`src/rtl/prince_sbox_cms_pipe.sv`:
```
// Two-share CMS-masked PRINCE S-box layer with a 2-stage elastic pipeline.
// Stage 1 registers 8 ring-refreshed, non-complete component shares for each
// output bit. Stage 2 compresses them back to 2 shares.

// Per-S-box expansion and refresh (combinational).
// Domain k takes one share of each variable. The share selection is
// {x,y,z,w} = {k[2], k[1], k[0], k[2]^k[1]^k[0]}. Its projection onto any three
// variables is a bijection, so every share combination of every monomial of
// degree <= 3 lands in exactly one canonical domain. When several domains
// match, the priority order is 0, then 7, then 1..6 ascending. This puts the
// constant and all share-0 linear terms in domain 0 and all share-1 linear
// terms in domain 7.
module prince_cms_lane (
  input  logic [3:0]  i_sh0,
  input  logic [3:0]  i_sh1,
  input  logic [31:0] i_rnd,
  output logic [31:0] o_e
);

  // Share selector of domain k, in nibble bit order {x,y,z,w}
  function automatic logic [3:0] f_sel(input int k);
    logic [2:0] kk;
    kk = 3'(k);
    return {kk[2], kk[1], kk[0], ^kk};
  endfunction

  // ANF of each output coordinate, obtained by a Moebius transform of the table
  function automatic logic [3:0][15:0] f_anf();
    logic [15:0][3:0] sb;
    logic [3:0][15:0] a;
    sb = {4'h4, 4'hD, 4'h5, 4'hE, 4'h0, 4'h8, 4'h7, 4'h6,
          4'h1, 4'h9, 4'hC, 4'hA, 4'h2, 4'h3, 4'hF, 4'hB};
    for (int b = 0; b < 4; b++) begin
      for (int m = 0; m < 16; m++) a[b][m] = sb[m][b];
      for (int j = 0; j < 4; j++)
        for (int m = 0; m < 16; m++)
          if (((m >> j) & 1) == 1) a[b][m] = a[b][m] ^ a[b][m ^ (1 << j)];
    end
    return a;
  endfunction

  // canon[k][m]: domain k owns monomial m for its share-combination projection
  function automatic logic [7:0][15:0] f_canon();
    logic [7:0][15:0] c;
    logic [3:0]       mm;
    logic [3:0]       proj;
    logic             hi;
    for (int k = 0; k < 8; k++)
      for (int m = 0; m < 16; m++) begin
        mm      = 4'(m);
        proj    = f_sel(k) & mm;
        c[k][m] = 1'b1;
        for (int kp = 0; kp < 8; kp++) begin
          hi = (kp == 0 && k != 0) ||
               (kp == 7 && k >= 1 && k <= 6) ||
               (kp >= 1 && kp < k && k <= 6);
          if (hi && ((f_sel(kp) & mm) == proj)) c[k][m] = 1'b0;
        end
      end
    return c;
  endfunction

  localparam logic [3:0][15:0] ANF   = f_anf();
  localparam logic [7:0][15:0] CANON = f_canon();

  // Expand each output bit into 8 domains and apply the ring refresh
  always_comb begin
    logic [3:0] w_dom;
    logic [3:0] w_sel;
    logic [3:0] w_m;
    logic       w_acc;
    o_e = '0;
    for (int k = 0; k < 8; k++) begin
      w_sel = f_sel(k);
      w_dom = (w_sel & i_sh1) | (~w_sel & i_sh0);
      for (int b = 0; b < 4; b++) begin
        w_acc = 1'b0;
        for (int m = 0; m < 16; m++) begin
          w_m = 4'(m);
          if (ANF[b][m] && CANON[k][m] && ((w_dom & w_m) == w_m))
            w_acc = ~w_acc;
        end
        o_e[b*8 + k] = w_acc ^ i_rnd[b*8 + k] ^ i_rnd[b*8 + ((k + 7) % 8)];
      end
    end
  end

endmodule

module prince_sbox_cms_pipe #(
  parameter int NSBOX = 16
) (
  input  logic                  i_clk,
  input  logic                  i_rst_n,
  input  logic                  i_in_valid,
  output logic                  o_in_ready,
  input  logic [4*NSBOX-1:0]    i_in_sh0,
  input  logic [4*NSBOX-1:0]    i_in_sh1,
  input  logic [32*NSBOX-1:0]   i_rnd,
  output logic                  o_out_valid,
  input  logic                  i_out_ready,
  output logic [4*NSBOX-1:0]    o_out_sh0,
  output logic [4*NSBOX-1:0]    o_out_sh1
);

  localparam int STAGES = 2;

  logic [NSBOX-1:0][31:0] w_e;
  logic [NSBOX-1:0][31:0] r_s1;
  logic [NSBOX-1:0][3:0]  w_cmp0, w_cmp1;
  logic [NSBOX-1:0][3:0]  r_out0, r_out1;
  logic [STAGES:1]        r_vld_pipe;
  logic                   w_en1, w_en2;

  // A stage may load when it is empty or the stage after it is moving
  assign w_en2      = ~r_vld_pipe[2] | i_out_ready;
  assign w_en1      = ~r_vld_pipe[1] | w_en2;
  assign o_in_ready = w_en1;

  for (genvar i = 0; i < NSBOX; i++) begin : g_lane
    prince_cms_lane u_lane (
      .i_sh0 (i_in_sh0[i*4 +: 4]),
      .i_sh1 (i_in_sh1[i*4 +: 4]),
      .i_rnd (i_rnd[i*32 +: 32]),
      .o_e   (w_e[i])
    );
    for (genvar b = 0; b < 4; b++) begin : g_bit
      assign w_cmp0[i][b] = ^r_s1[i][b*8 +: 4];
      assign w_cmp1[i][b] = ^r_s1[i][b*8 + 4 +: 4];
    end
  end

  // Valid pipe: each bit moves only with its stage enable, bubbles carry 0
  always_ff @(posedge i_clk) begin
    if (!i_rst_n) begin
      r_vld_pipe <= '0;
    end else begin
      if (w_en1) r_vld_pipe[1] <= i_in_valid;
      if (w_en2) r_vld_pipe[2] <= r_vld_pipe[1];
    end
  end

  // Stage 1: glitch barrier on the refreshed component shares
  always_ff @(posedge i_clk) begin
    if (!i_rst_n)   r_s1 <= '0;
    else if (w_en1) r_s1 <= w_e;
  end

  // Stage 2: compressed output shares, held while downstream stalls
  always_ff @(posedge i_clk) begin
    if (!i_rst_n) begin
      r_out0 <= '0;
      r_out1 <= '0;
    end else if (w_en2) begin
      r_out0 <= w_cmp0;
      r_out1 <= w_cmp1;
    end
  end

  assign o_out_valid = r_vld_pipe[2];
  assign o_out_sh0   = r_out0;
  assign o_out_sh1   = r_out1;

endmodule

```
`config.mk`:
```
export PLATFORM = sky130hd
export DESIGN_NAME = prince_sbox_cms_pipe
export DESIGN_NICKNAME = d
export VERILOG_FILES = /design/src/rtl/prince_sbox_cms_pipe.sv
export SDC_FILE = /design/constraint.sdc
export NUM_CORES = 2
export LEC_CHECK = 0
export ABC_CLOCK_PERIOD_IN_PS = 1940
export CORE_AREA = 2 2 303 305
export DETAILED_ROUTE_END_ITERATION = 10
export DIE_AREA = 0 0 305 307
export PLACE_DENSITY = 0.79
export SYNTH_ARGS = -nofsm -noshare
export SYNTH_HDL_FRONTEND = slang
export SYNTH_SLANG_ARGS = --single-unit
```
`constraint.sdc`:
```
create_clock -name i_clk -period 1.94 [get_ports i_clk]
set_input_delay 0.388 -clock i_clk [delete_from_list [all_inputs] [get_ports i_clk]]
set_output_delay 0.388 -clock i_clk [all_outputs]
set_load 0.005 [all_outputs]
```
==> implementation parameters <==
Parameter                              Value

CTS
  Hold-fix buffer count after cts ... 0
  # H-tree levels ... 3
  CTS sink cnt ... 642
  Number of buffers between clock root and the deepest sink ... 3
  Post-CTS clock slew at the launch and capture registers of the worst setup and hold paths ... around 0.060 ns
  Buffer type at the clock tree root ... sky130_fd_sc_hd__clkbuf_16
  Clock buffer count from CTS ... 75
  Clock tree from TritonCTS ... done
  Clock network latency to the later pin of the worst-skew pair ... 0.61 ns

Timing
  Worst-margin pin slew ... approximately 0.58 ns
  Worst setup slack after layout ... 0.0373 ns
  Worst-case headroom to the max-slew limit ... 0.610
  Minimum clock period ... ~1.9 ns
  Count of endpoints failing hold in the final timing report ... 0
  Peak Freq ... 526 MHz
  Share of the cycle needed by the critical path after routing ... 0.981
  Final Setup Violations ... 0
  Worst clock skew ... approximately 0.023 ns
  Final-report max-slew violation count ... 0
  RSZ-0062 raised after global routing ... no

Yosys
  Post-synthesis share of cell area spent on full adders, half adders and majority gates ... 0.0112
  Cell area after technology mapping ... about 43000 um2
  Cell types with the largest area share after synthesis ... sky130_fd_sc_hd__dfxtp_1, sky130_fd_sc_hd__xnor2_1, sky130_fd_sc_hd__o21ai_0
  Synth Area in Compound Gates ... 0.173
  Top-area cell type share of the netlist area ... 0.299
  Cell taking the most area after synthesis ... sky130_fd_sc_hd__dfxtp_1
  Area share of xor/xnor cells in the synthesized design ... 0.267
  Fraction of the yosys area taken by sequential cells ... 0.299
  Post-Syn Area per Cell ... 8.02 um2
  Basic-gate share of the synthesized area counting and, or, nand and nor cells ... 0.186
  Yosys synthesis warning count ... 0
  Synthesized Nets ... 6009
  Most used flip-flop cell after synthesis ... sky130_fd_sc_hd__dfxtp_1
  Unique masters post-synth ... 41
  Async SR Flop Fraction ... 0
  Number of flops mapped to enable cells by yosys ... 0
  Share of cell area taken by muxes after synthesis ... 0.00785
  Main combinational cell family by area after synthesis ... XOR/XNOR gates
  Syn Inst Count ... 5365
  Post-synthesis sequential element count ... around 640

Routing
  Drt first pass iters ... 6
  Detail-routed via count per cell ... 5.58
  Detailed-route DRC error count ... 0
  Average routed wire per standard cell ... 18.6 um
  Initial drt markers ... 2811
  Number of nets with antenna violations after routing ... 0
  Total via count in the routed design ... 41400
  Aggregate routed wire length ... 138000 um

Floorplan
  Area enclosed by the die boundary ... 93600 um2
  Number of I/O pins ... 774
  Die X-Extent ... 305 um
  Starting Density ... 0.474
  Cell row count ... between 100 and 150
  Standard cell core area ... 90700 um2
  Overall die height ... roughly 310 um

Global routing
  Met2 GRT Util ... 0.493
  First-pass GRT wire length ... 214000 um
  Total routing resource utilization after global routing ... 0.281
  Maximum number of pins on one net before global-route repair ... 91
  Routing layer with the top usage in global route ... met2
  Met1 Usage GRT ... 0.329
  Met3 Use GR ... 0.0552
  Number of antenna violations at the first check in global routing ... 24
  Vias in the first global route ... 40200
  Remaining Overflow, GRT ... 0

Power and ir drop
  Final Total Pwr ... 44.5 mW
  Leakage power ... 21.5 nW
  Maximum VDD drop ... roughly 0.65 mV
  Power per Cell Area ... 779 nW/um2

Run status
  Result of the run ... finished, final reports clean

Finish
  Nets@finish ... 6811
  Combined area of the multi-input logic cells ... 27800 um2
  FILL cells ... between 7000 and 8000
  Share of post-route cells with drive strength above 1 ... 0.102
  Most used cells in the layout excluding fill and tap cells ... sky130_fd_sc_hd__xnor2_1, sky130_fd_sc_hd__clkdlybuf4s50_1, sky130_fd_sc_hd__dfxtp_1
  Synthesis-to-layout area growth ... 32.9%
  Combined flip-flop and latch cell area ... 12900 um2
  Final Util ... 0.630
  Most common cell after layout, fill and taps aside ... sky130_fd_sc_hd__xnor2_1

Placed design
  Routability Congestion ... 0.960
  Placement-stage worst setup slack ... -0.358 ns
  Number of buffers added on ports ... a little under 800
  Placed wire-length estimate after detailed placement ... 104000 um

Setup path
  Worst EP required ... 1.55 ns
  Kind of end point of the critical path ... primary output
  Worst path bufs/invs ... 1
  Startpoint kind of the worst setup timing path ... flip-flop
  Kind of critical path ... reg -> out
  Worst-path cell with the longest stage delay ... sky130_fd_sc_hd__clkdlybuf4s50_1
  Critical path data arrival time ... 1.51 ns
  Largest delay share family, worst path ... buffers and inverters
  Cell chain of the critical path ... clkdlybuf4s50_1
  Maximum cell stage delay along the critical path ... roughly 0.53 ns
  Largest fanout on the critical path ... 2

Hold path
  Class of the most critical hold timing path ... in -> reg

Run
  Max-cap check violation count ... 0
==> timing repair <==
action,in CTS,in global routing
endpoints found under the hold margin,0,0
gates cloned,0,0
gates resized for setup,51,3
endpoints found under the setup margin,48,4
pin swaps,1,1
setup buffers,1,0
==> worst paths after layout <==
check,to,cells after the start,from,slack (ns)
setup / recovery,o_out_sh1[22],1,o_out_sh1[22],0.04
hold / removal,r_s1[220],3,i_rst_n,0.18
setup reg to reg,r_s1[386],8,r_vld_pipe[1],0.18
hold reg to reg,r_s1[317],2,r_s1[317],0.46
==> final cells by class <==
| class | count | area share |
|---|---|---|
| Inverter | 33 | 0.00243 |
| Multi-Input combinational cell | 4201 | 0.486 |
| Clock buffer | 99 | 0.0379 |
| Tap cell | 1186 | 0.0260 |
| Sequential cell | 642 | 0.226 |
| Clock inverter | 35 | 0.00674 |
| Antenna cell | 12 | 0.000525 |
| Timing Repair Buffer | 1214 | 0.215 |
==> cells in the mapped netlist, types with 2 or more instances <==
| master | number |
|---|---|
| sky130_fd_sc_hd__xnor2_1 | 1056 |
| sky130_fd_sc_hd__dfxtp_1 | 642 |
| sky130_fd_sc_hd__o21ai_0 | 526 |
| sky130_fd_sc_hd__nand3_1 | 367 |
| sky130_fd_sc_hd__nor2_1 | 340 |
| sky130_fd_sc_hd__a21oi_1 | 305 |
| sky130_fd_sc_hd__xor2_1 | 256 |
| sky130_fd_sc_hd__buf_2 | 252 |
| sky130_fd_sc_hd__nand2_1 | 227 |
| sky130_fd_sc_hd__a211oi_1 | 190 |
| sky130_fd_sc_hd__clkbuf_1 | 173 |
| sky130_fd_sc_hd__and3_1 | 129 |
| sky130_fd_sc_hd__nor2b_1 | 95 |
| sky130_fd_sc_hd__nor3_1 | 81 |
| sky130_fd_sc_hd__a211o_1 | 66 |
| sky130_fd_sc_hd__nand2b_1 | 66 |
| sky130_fd_sc_hd__and2_1 | 53 |
| sky130_fd_sc_hd__o22ai_1 | 50 |
| sky130_fd_sc_hd__maj3_1 | 48 |
| sky130_fd_sc_hd__a21boi_0 | 47 |
| sky130_fd_sc_hd__nand3b_1 | 47 |
| sky130_fd_sc_hd__nand4b_1 | 45 |
| sky130_fd_sc_hd__clkbuf_2 | 35 |
| sky130_fd_sc_hd__and3b_1 | 32 |
| sky130_fd_sc_hd__a31oi_1 | 31 |
| sky130_fd_sc_hd__inv_1 | 31 |
| sky130_fd_sc_hd__or3_1 | 31 |
| sky130_fd_sc_hd__mux2_2 | 30 |
| sky130_fd_sc_hd__o221ai_1 | 30 |
| sky130_fd_sc_hd__a311oi_1 | 17 |
| sky130_fd_sc_hd__buf_1 | 17 |
| sky130_fd_sc_hd__nor4bb_1 | 17 |
| sky130_fd_sc_hd__and2_0 | 13 |
| sky130_fd_sc_hd__buf_6 | 7 |
| sky130_fd_sc_hd__buf_4 | 5 |
| sky130_fd_sc_hd__inv_2 | 2 |
| sky130_fd_sc_hd__o211ai_1 | 2 |
==> cells by family after synthesis <==
group           count (synthesis)
mux                            30
buf+inv                       522
xor+xnor                     1312
fa+ha+maj                      48
simple gates                 1545
compound gates               1266
flops                         642
==> layer usage <==
| layer | share of wire | vias to the layer above | wire (um) |
|---|---|---|---|
| li1 | - | 20000 | - |
| met1 | 0.39 | 19500 | 53700 |
| met2 | 0.49 | 1519 | 67700 |
| met3 | 0.072 | 343 | 9930 |
| met4 | 0.045 | 22 | 6200 |
| met5 | 0.00099 | - | 137 |
==> state kept, by name (all words and copies together) (netlist names) <==
signal	cells
o_out_sh0	64
o_out_sh1	64
r_s1	512
r_vld_pipe	2
==> metrics by stage <==
step | instances | setup TNS, ns | instance area, um2 | hold slack [ns]
floorplan | 5365 | 0 | 43000 | 0.444
global placement | 7275 | -118.65 | 54600 | 0.449
detailed placement | 7275 | -131.06 | 54600 | 0.455
CTS | 7410 | 0 | 57100 | 0.124
global route | 7418 | 0 | 57200 | 0.164
finish | 7422 | 0 | 57200 | 0.175
==> where the power goes <==
group | leakage, nW | internal, mW | switching (mW) | total (mW)
Combinational | 14.9 | 7.26 | 6.12 | 13.4
Clock | 1.26 | 8.81 | 5.87 | 14.7
Sequential | 5.36 | 15.1 | 1.34 | 16.5
Total | 21.5 | 31.2 | 13.3 | 44.5
==> tightest hold or removal path, stage by stage <==
cell	delay [ns]
sky130_fd_sc_hd__buf_8	0.17
sky130_fd_sc_hd__o21ai_0	0.11
sky130_fd_sc_hd__a21oi_1	0.05
(Power assumes the default switching activity.)
